[src/rtl/fetch_queue.sv]
// fetch_queue
// -----------
// Instruction fetch front end with a small show-ahead queue between the
// instruction SRAM and the decode stage.
//
// A free-running fetch PC issues one sequential request per cycle whenever
// there is guaranteed room for the response. The SRAM returns data one cycle
// after the request, and that response is written at the queue tail together
// with its PC. Decode sees the head entry combinationally on deq_*.
//
// Handshake (deq side): an entry moves from the queue to ID on every rising
// edge where deq_valid && deq_ready are both high (deq_fire). deq_valid never
// depends on deq_ready. deq_pc/deq_instr are stable while deq_valid is high
// and deq_ready is low. The imem side has no back-pressure: imem_req is a
// one-cycle command and its data is captured unconditionally one cycle later.
//
// Ports
//   clk          in   1     rising-edge clock
//   rst          in   1     synchronous active-high reset
//   imem_addr    out  XLEN  fetch address (word address = imem_addr[15:2])
//   imem_req     out  1     fetch issued this cycle
//   imem_rdata   in   32    instruction word, valid the cycle after imem_req
//   redirect     in   1     taken branch/jump from EXE (flushes the queue)
//   redirect_pc  in   XLEN  redirect target (low two bits ignored)
//   deq_valid    out  1     head entry available to ID
//   deq_ready    in   1     ID accepts the head entry
//   deq_pc       out  XLEN  PC of the head entry
//   deq_instr    out  32    instruction of the head entry
//   count        out  CW    number of occupied entries

module fetch_queue #(
  parameter int              XLEN     = 32,
  parameter int              DEPTH    = 4,
  parameter logic [XLEN-1:0] RESET_PC = '0
) (
  input  logic                       clk,
  input  logic                       rst,
  output logic [XLEN-1:0]            imem_addr,
  output logic                       imem_req,
  input  logic [31:0]                imem_rdata,
  input  logic                       redirect,
  input  logic [XLEN-1:0]            redirect_pc,
  output logic                       deq_valid,
  input  logic                       deq_ready,
  output logic [XLEN-1:0]            deq_pc,
  output logic [31:0]                deq_instr,
  output logic [$clog2(DEPTH+1)-1:0] count
);

  localparam int CW = $clog2(DEPTH + 1);
  localparam int PW = $clog2(DEPTH);

  // DEPTH expressed in the widths used by the credit compare and the
  // full-queue check.
  localparam logic [CW:0]   DEPTH_CREDIT = (CW + 1)'(DEPTH);
  localparam logic [CW-1:0] DEPTH_FULL   = CW'(DEPTH);

  // Fetch state
  logic [XLEN-1:0] fetch_pc;
  logic            inflight;     // request issued last cycle, not killed
  logic [XLEN-1:0] inflight_pc;  // PC of that request

  // Queue state
  logic [PW-1:0]   head;
  logic [PW-1:0]   tail;
  logic [CW-1:0]   count_q;
  logic [XLEN-1:0] pc_mem    [DEPTH];
  logic [31:0]     instr_mem [DEPTH];

  // Per-cycle events
  logic            deq_fire;
  logic            enq;
  logic [CW:0]     credit_used;

  // The two low bits of the redirect target are forced to zero, so they are
  // intentionally not consumed.
  logic unused_redirect_lsbs;
  assign unused_redirect_lsbs = ^redirect_pc[1:0];

  // ---------------------------------------------------------------------
  // Combinational control
  // ---------------------------------------------------------------------

  assign deq_valid = !rst && !redirect && (count_q != '0);
  assign deq_fire  = deq_valid && deq_ready;

  // A response is written only if its request survived; redirect or reset
  // in the response cycle kills it.
  assign enq = inflight && !redirect && !rst;

  // Slots already spoken for after this edge: current entries plus the
  // response arriving now, minus the entry leaving now. A new request is
  // allowed only if that leaves at least one free slot for its own response,
  // which is what makes an enqueue into a full queue impossible. deq_fire
  // implies count_q >= 1, so the subtraction cannot underflow.
  assign credit_used = {1'b0, count_q}
                     + {{CW{1'b0}}, inflight}
                     - {{CW{1'b0}}, deq_fire};

  assign imem_req  = !rst && !redirect && (credit_used < DEPTH_CREDIT);
  assign imem_addr = fetch_pc;

  // Show-ahead head entry.
  assign deq_pc    = pc_mem[head];
  assign deq_instr = instr_mem[head];
  assign count     = count_q;

  // ---------------------------------------------------------------------
  // Fetch PC and in-flight tracking
  // ---------------------------------------------------------------------

  always_ff @(posedge clk) begin
    if (rst) begin
      fetch_pc    <= RESET_PC;
      inflight    <= 1'b0;
      inflight_pc <= RESET_PC;
    end else if (redirect) begin
      fetch_pc    <= {redirect_pc[XLEN-1:2], 2'b00};
      inflight    <= 1'b0;
    end else begin
      inflight <= imem_req;
      if (imem_req) begin
        inflight_pc <= fetch_pc;
        fetch_pc    <= fetch_pc + XLEN'(4);
      end
    end
  end

  // ---------------------------------------------------------------------
  // Queue pointers and occupancy
  // ---------------------------------------------------------------------

  // DEPTH is a power of two, so the pointers wrap by natural overflow.
  always_ff @(posedge clk) begin
    if (rst || redirect) begin
      head    <= '0;
      tail    <= '0;
      count_q <= '0;
    end else begin
      if (enq) begin
        tail <= tail + PW'(1);
      end
      if (deq_fire) begin
        head <= head + PW'(1);
      end
      case ({enq, deq_fire})
        2'b10:   count_q <= count_q + CW'(1);
        2'b01:   count_q <= count_q - CW'(1);
        default: count_q <= count_q;
      endcase
    end
  end

  // Storage is not reset; occupancy alone says which entries are live.
  always_ff @(posedge clk) begin
    if (enq) begin
      pc_mem[tail]    <= inflight_pc;
      instr_mem[tail] <= imem_rdata;
    end
  end

  // ---------------------------------------------------------------------
  // Structural invariants
  // ---------------------------------------------------------------------

  always_ff @(posedge clk) begin
    if (!rst) begin
      assert (!(enq && !deq_fire && (count_q == DEPTH_FULL)))
        else $error("enqueue into a full queue");
      assert (count_q <= DEPTH_FULL)
        else $error("occupancy above DEPTH");
    end
  end

endmodule
[config.mk]
export PLATFORM = sky130hd
export DESIGN_NAME = fetch_queue
export DESIGN_NICKNAME = d
export VERILOG_FILES = /design/src/rtl/fetch_queue.sv
export SDC_FILE = /design/constraint.sdc
export NUM_CORES = 1
export LEC_CHECK = 0
export BUFFER_PORTS_ARGS = -buffer_cell sky130_fd_sc_hd__buf_2
export CAP_MARGIN = 15
export CELL_PAD_IN_SITES_DETAIL_PLACEMENT = 0
export CELL_PAD_IN_SITES_GLOBAL_PLACEMENT = 1
export CORE_UTILIZATION = 45
export CTS_BUF_LIST = sky130_fd_sc_hd__clkbuf_8
export CTS_CLUSTER_SIZE = 12
export DETAILED_ROUTE_END_ITERATION = 16
export PLACE_DENSITY = 0.83
export RECOVER_POWER = 25
export SYNTH_ARGS = -nofsm -noshare
export SYNTH_HDL_FRONTEND = slang
export SYNTH_SLANG_ARGS = --single-unit
[constraint.sdc]
create_clock -name clk -period 2.6 [get_ports clk]
set_clock_uncertainty 0.1 [all_clocks]
set_input_delay 0 -clock clk [delete_from_list [all_inputs] [get_ports clk]]
set_output_delay 0 -clock clk [all_outputs]
set_load 0.01 [all_outputs]
==> flow_metrics.tcl <==
set metrics [dict create \
    status "finished with violations" \
    violations "setup timing" \
    required_ns 2.50 \
    synth_area_um2 12400 \
    ys_warn_count 0 \
    die_h_um 168 \
    gr-usage-met3_pct 3.456 \
    clk_pin_slew_ns 0.06 \
    period_share_pct 109.1 \
    arrival_ns 2.74 \
    synth_ff_type "edfxtp_1" \
    r2r_cells 13 \
    min_path_cells 6 \
    die_x_um 168 \
    power.net_switching_mw 2.180 \
    clkLatencyLatePin_ns 0.56 \
    gp_congestion 0.8799 \
    ys_ff_latch 318 \
    grt_pass1_vias 7416 \
    drc 0 \
    syn_inst 711 \
    relSlewSlack_pct 52.68 \
    place_hpwl_um 16540 \
    clock.fmax_mhz 352.7 \
    num_io_pins 169 \
    peakVddDrop_uv 277.2 \
    async_reset_ff_share_pct 0 \
    drive_above_1_share_pct 33.30 \
    use_met2_pct 32.05 \
    grt_setup_unrepaired "yes" \
    path_delay_family "compound AO/OA/AOI/OAI gates" \
    synth.distinct_cells 54 \
    hold_viol_final 0 \
    cp_slowest_cell "o311a_4" \
    synth_edf_count 248 \
    end_kind "primary output" \
    crit_type "flip-flop to primary output" \
    seq_area_um2 8862 \
    seqPwrFrac_pct 56.8 \
    ant_nets 0 \
    total_power_mw 9.898 \
    grt_pass1_wl_um 41190 \
    r2r_slack_ns -0.23 \
    reg2reg_to "inflight_pc[25]" \
    htree_levels 2 \
    num_vias 7344 \
    post-place-ws_ns -0.1487 \
    synth_area_per_cell_um2 17.44 \
    std_cell_rows 60 \
    grt_busiest_layer "met2" \
    p_comb_share_pct 5.3 \
    synth_common_cells "edfxtp_1, dfxtp_1, nor2_1" \
    ys_seq_area_share_pct 71.36 \
    post_drt_wl_per_cell_um 19.45 \
    fillCellCount 2097 \
    path_buf_inv 5 \
    cts_tree "yes" \
    report.final.slew_viol_count 0 \
    worstHoldStart "redirect" \
    path_cells "o311a_4, ha_4, inv_2, ha_4, and3b_2, o211a_4, buf_6, o21ai_4, buf_12, inv_4, buf_6" \
    multi_input_area_um2 3456 \
    yosys.area.top_type "edfxtp_1" \
    start_util_pct 45.88 \
    yosys-top-cells-area "edfxtp_1, dfxtp_1, mux4_2" \
    worstSetupStartpointType "flip-flop" \
    grt_overflow_total 0 \
    max_cap_viol_count 0 \
    grt_max_degree 63 \
    holdPathEnd "imem_addr[21]" \
    r2r-start "count[2]" \
    p_leak_nw 5.871 \
    fin_ws_ns -0.2356 \
    area_delta_synth_final_pct 28.08 \
    vias_per_cell 5.253 \
    antenna_found_initial 0 \
    fin_crit_ns 2.836 \
    yosysMostFrequentCell "edfxtp_1" \
    first_pass_iters 5 \
    routed_wl_um 27190 \
    fp.coreArea_um2 27030 \
    tightest_slew_ns 0.7097 \
    power.share.clock_pct 38.0 \
    die_area_um2 28220 \
    timing.hold.ws_ns 0.08141 \
    cts_inserted_buffers 50 \
    cts_root_buffer "clkbuf_8" \
    power-per-cell-area_nw_per_um2 623.2 \
    setup-violations-final 58 \
    port_buffers 162 \
    final_net_count 1096 \
    insertedDiodeCount 0 \
    yosysTopAreaCellShare_pct 60.05 \
    gr-usage-met1_pct 26.23 \
    p_sw_share_pct 22.02 \
    drt_iter0_markers 525 \
    crit_path_max_incr_delay_ns 0.39 \
    crit_path_max_fanout 5 \
    clock_path_buffers 3 \
    grt.total_usage_pct 19.23 \
    clock-sinks 318 \
    p_int_mw 7.718 \
    hp-class "input pin to flip-flop" \
]
[worst max-delay path by stage]
stage	from	cells after the start	to
final	count[2]	11	imem_req
after floorplan	count[0]	9	imem_addr[24]
after global placement	count[0]	10	imem_addr[31]
after CTS	count[2]	12	imem_req
after global routing	count[2]	11	imem_req
after detailed placement	count[0]	10	imem_addr[17]
[logic make-up after synthesis]
logic type | share of synthesized area (%)
simple gates | 5.479
buf+inv | 2.351
mux | 14.17
flops | 71.36
fa+ha+maj | 1.070
xor+xnor | 1.271
compound gates | 4.278
other cells | 0.03024
[cell type report]
class,instances,area share [%]
multi-input cells,334,21.76
clock inverters,40,1.245
clock buffers,51,4.419
flip-flops and latches,318,55.80
inverters,19,0.4648
repair buffers,295,13.63
well taps,341,2.686
[registers in the layout, summed over array words and instances (netlist names), named ones only]
name	cells
head	2
count	3
inflight	1
pc_mem	120
inflight_pc	30
tail	2
imem_addr	30
instr_mem	128
[cell usage in the layout, fill, tap and decap left out, drive strengths merged, types with 11 or more instances in the layout]
cell           n
edfxtp       248
buf          187
clkbuf        85
dlygate4sd3   74
dfxtp         70
nor2          66
mux4          62
inv           40
mux2i         36
clkinv        15
xor2          14
nand2         14
o21ai         12
and3          11
[through the flow]
stage	utilization, %	instance area, um^2	TNS, ns	std cells
2_1_floorplan	-	12460	-4.583	714
3_3_place_gp	51.56	13940	-1.646	1217
3_5_place_dp	51.56	13940	-3.004	1217
4_1_cts	58.27	15750	-8.901	1392
5_1_grt	58.77	15880	-12.28	1398
6_report	58.77	15880	-8.022	1398
[worst min-delay path: cells and delay by family]
| kind | cells | cell delay, ns |
|---|---|---|
| AO/OA/AOI/OAI | 2 | 0.18 |
| AND/OR/NAND/NOR | 2 | 0.19 |
| buffers and inverters | 2 | 0.32 |
[power by group through the flow]
stage               registers, mW  logic [mW]  clock network [mW]
floorplan                    5.72       0.189                   0
finish                       5.62       0.521                3.76
detailed placement           5.72       0.402                   0
CTS                          5.62       0.501                3.86
global route                 5.62       0.562                4.08
global placement             5.72       0.396                   0
[per-layer routing]
| metal | vias to the layer above | wire length, um |
|---|---|---|
| li1 | 3431 | - |
| met1 | 3667 | 12110 |
| met2 | 218 | 13370 |
| met3 | 28 | 1352 |
| met4 | 0 | 359 |
| met5 | - | 0 |
[what timing repair did]
| item | 4_1_cts | 5_1_grt |
|---|---|---|
| pin swaps | 25 | 12 |
| cloned | 0 | 2 |
| gates resized for setup | 23 | 19 |
| setup endpoints to repair | 49 | 61 |
| hold buffers | 74 | 0 |
| hold endpoints to repair | 191 | 0 |
| buffers inserted | 11 | 4 |
Note: power is estimated with default switching activity, not from simulation.
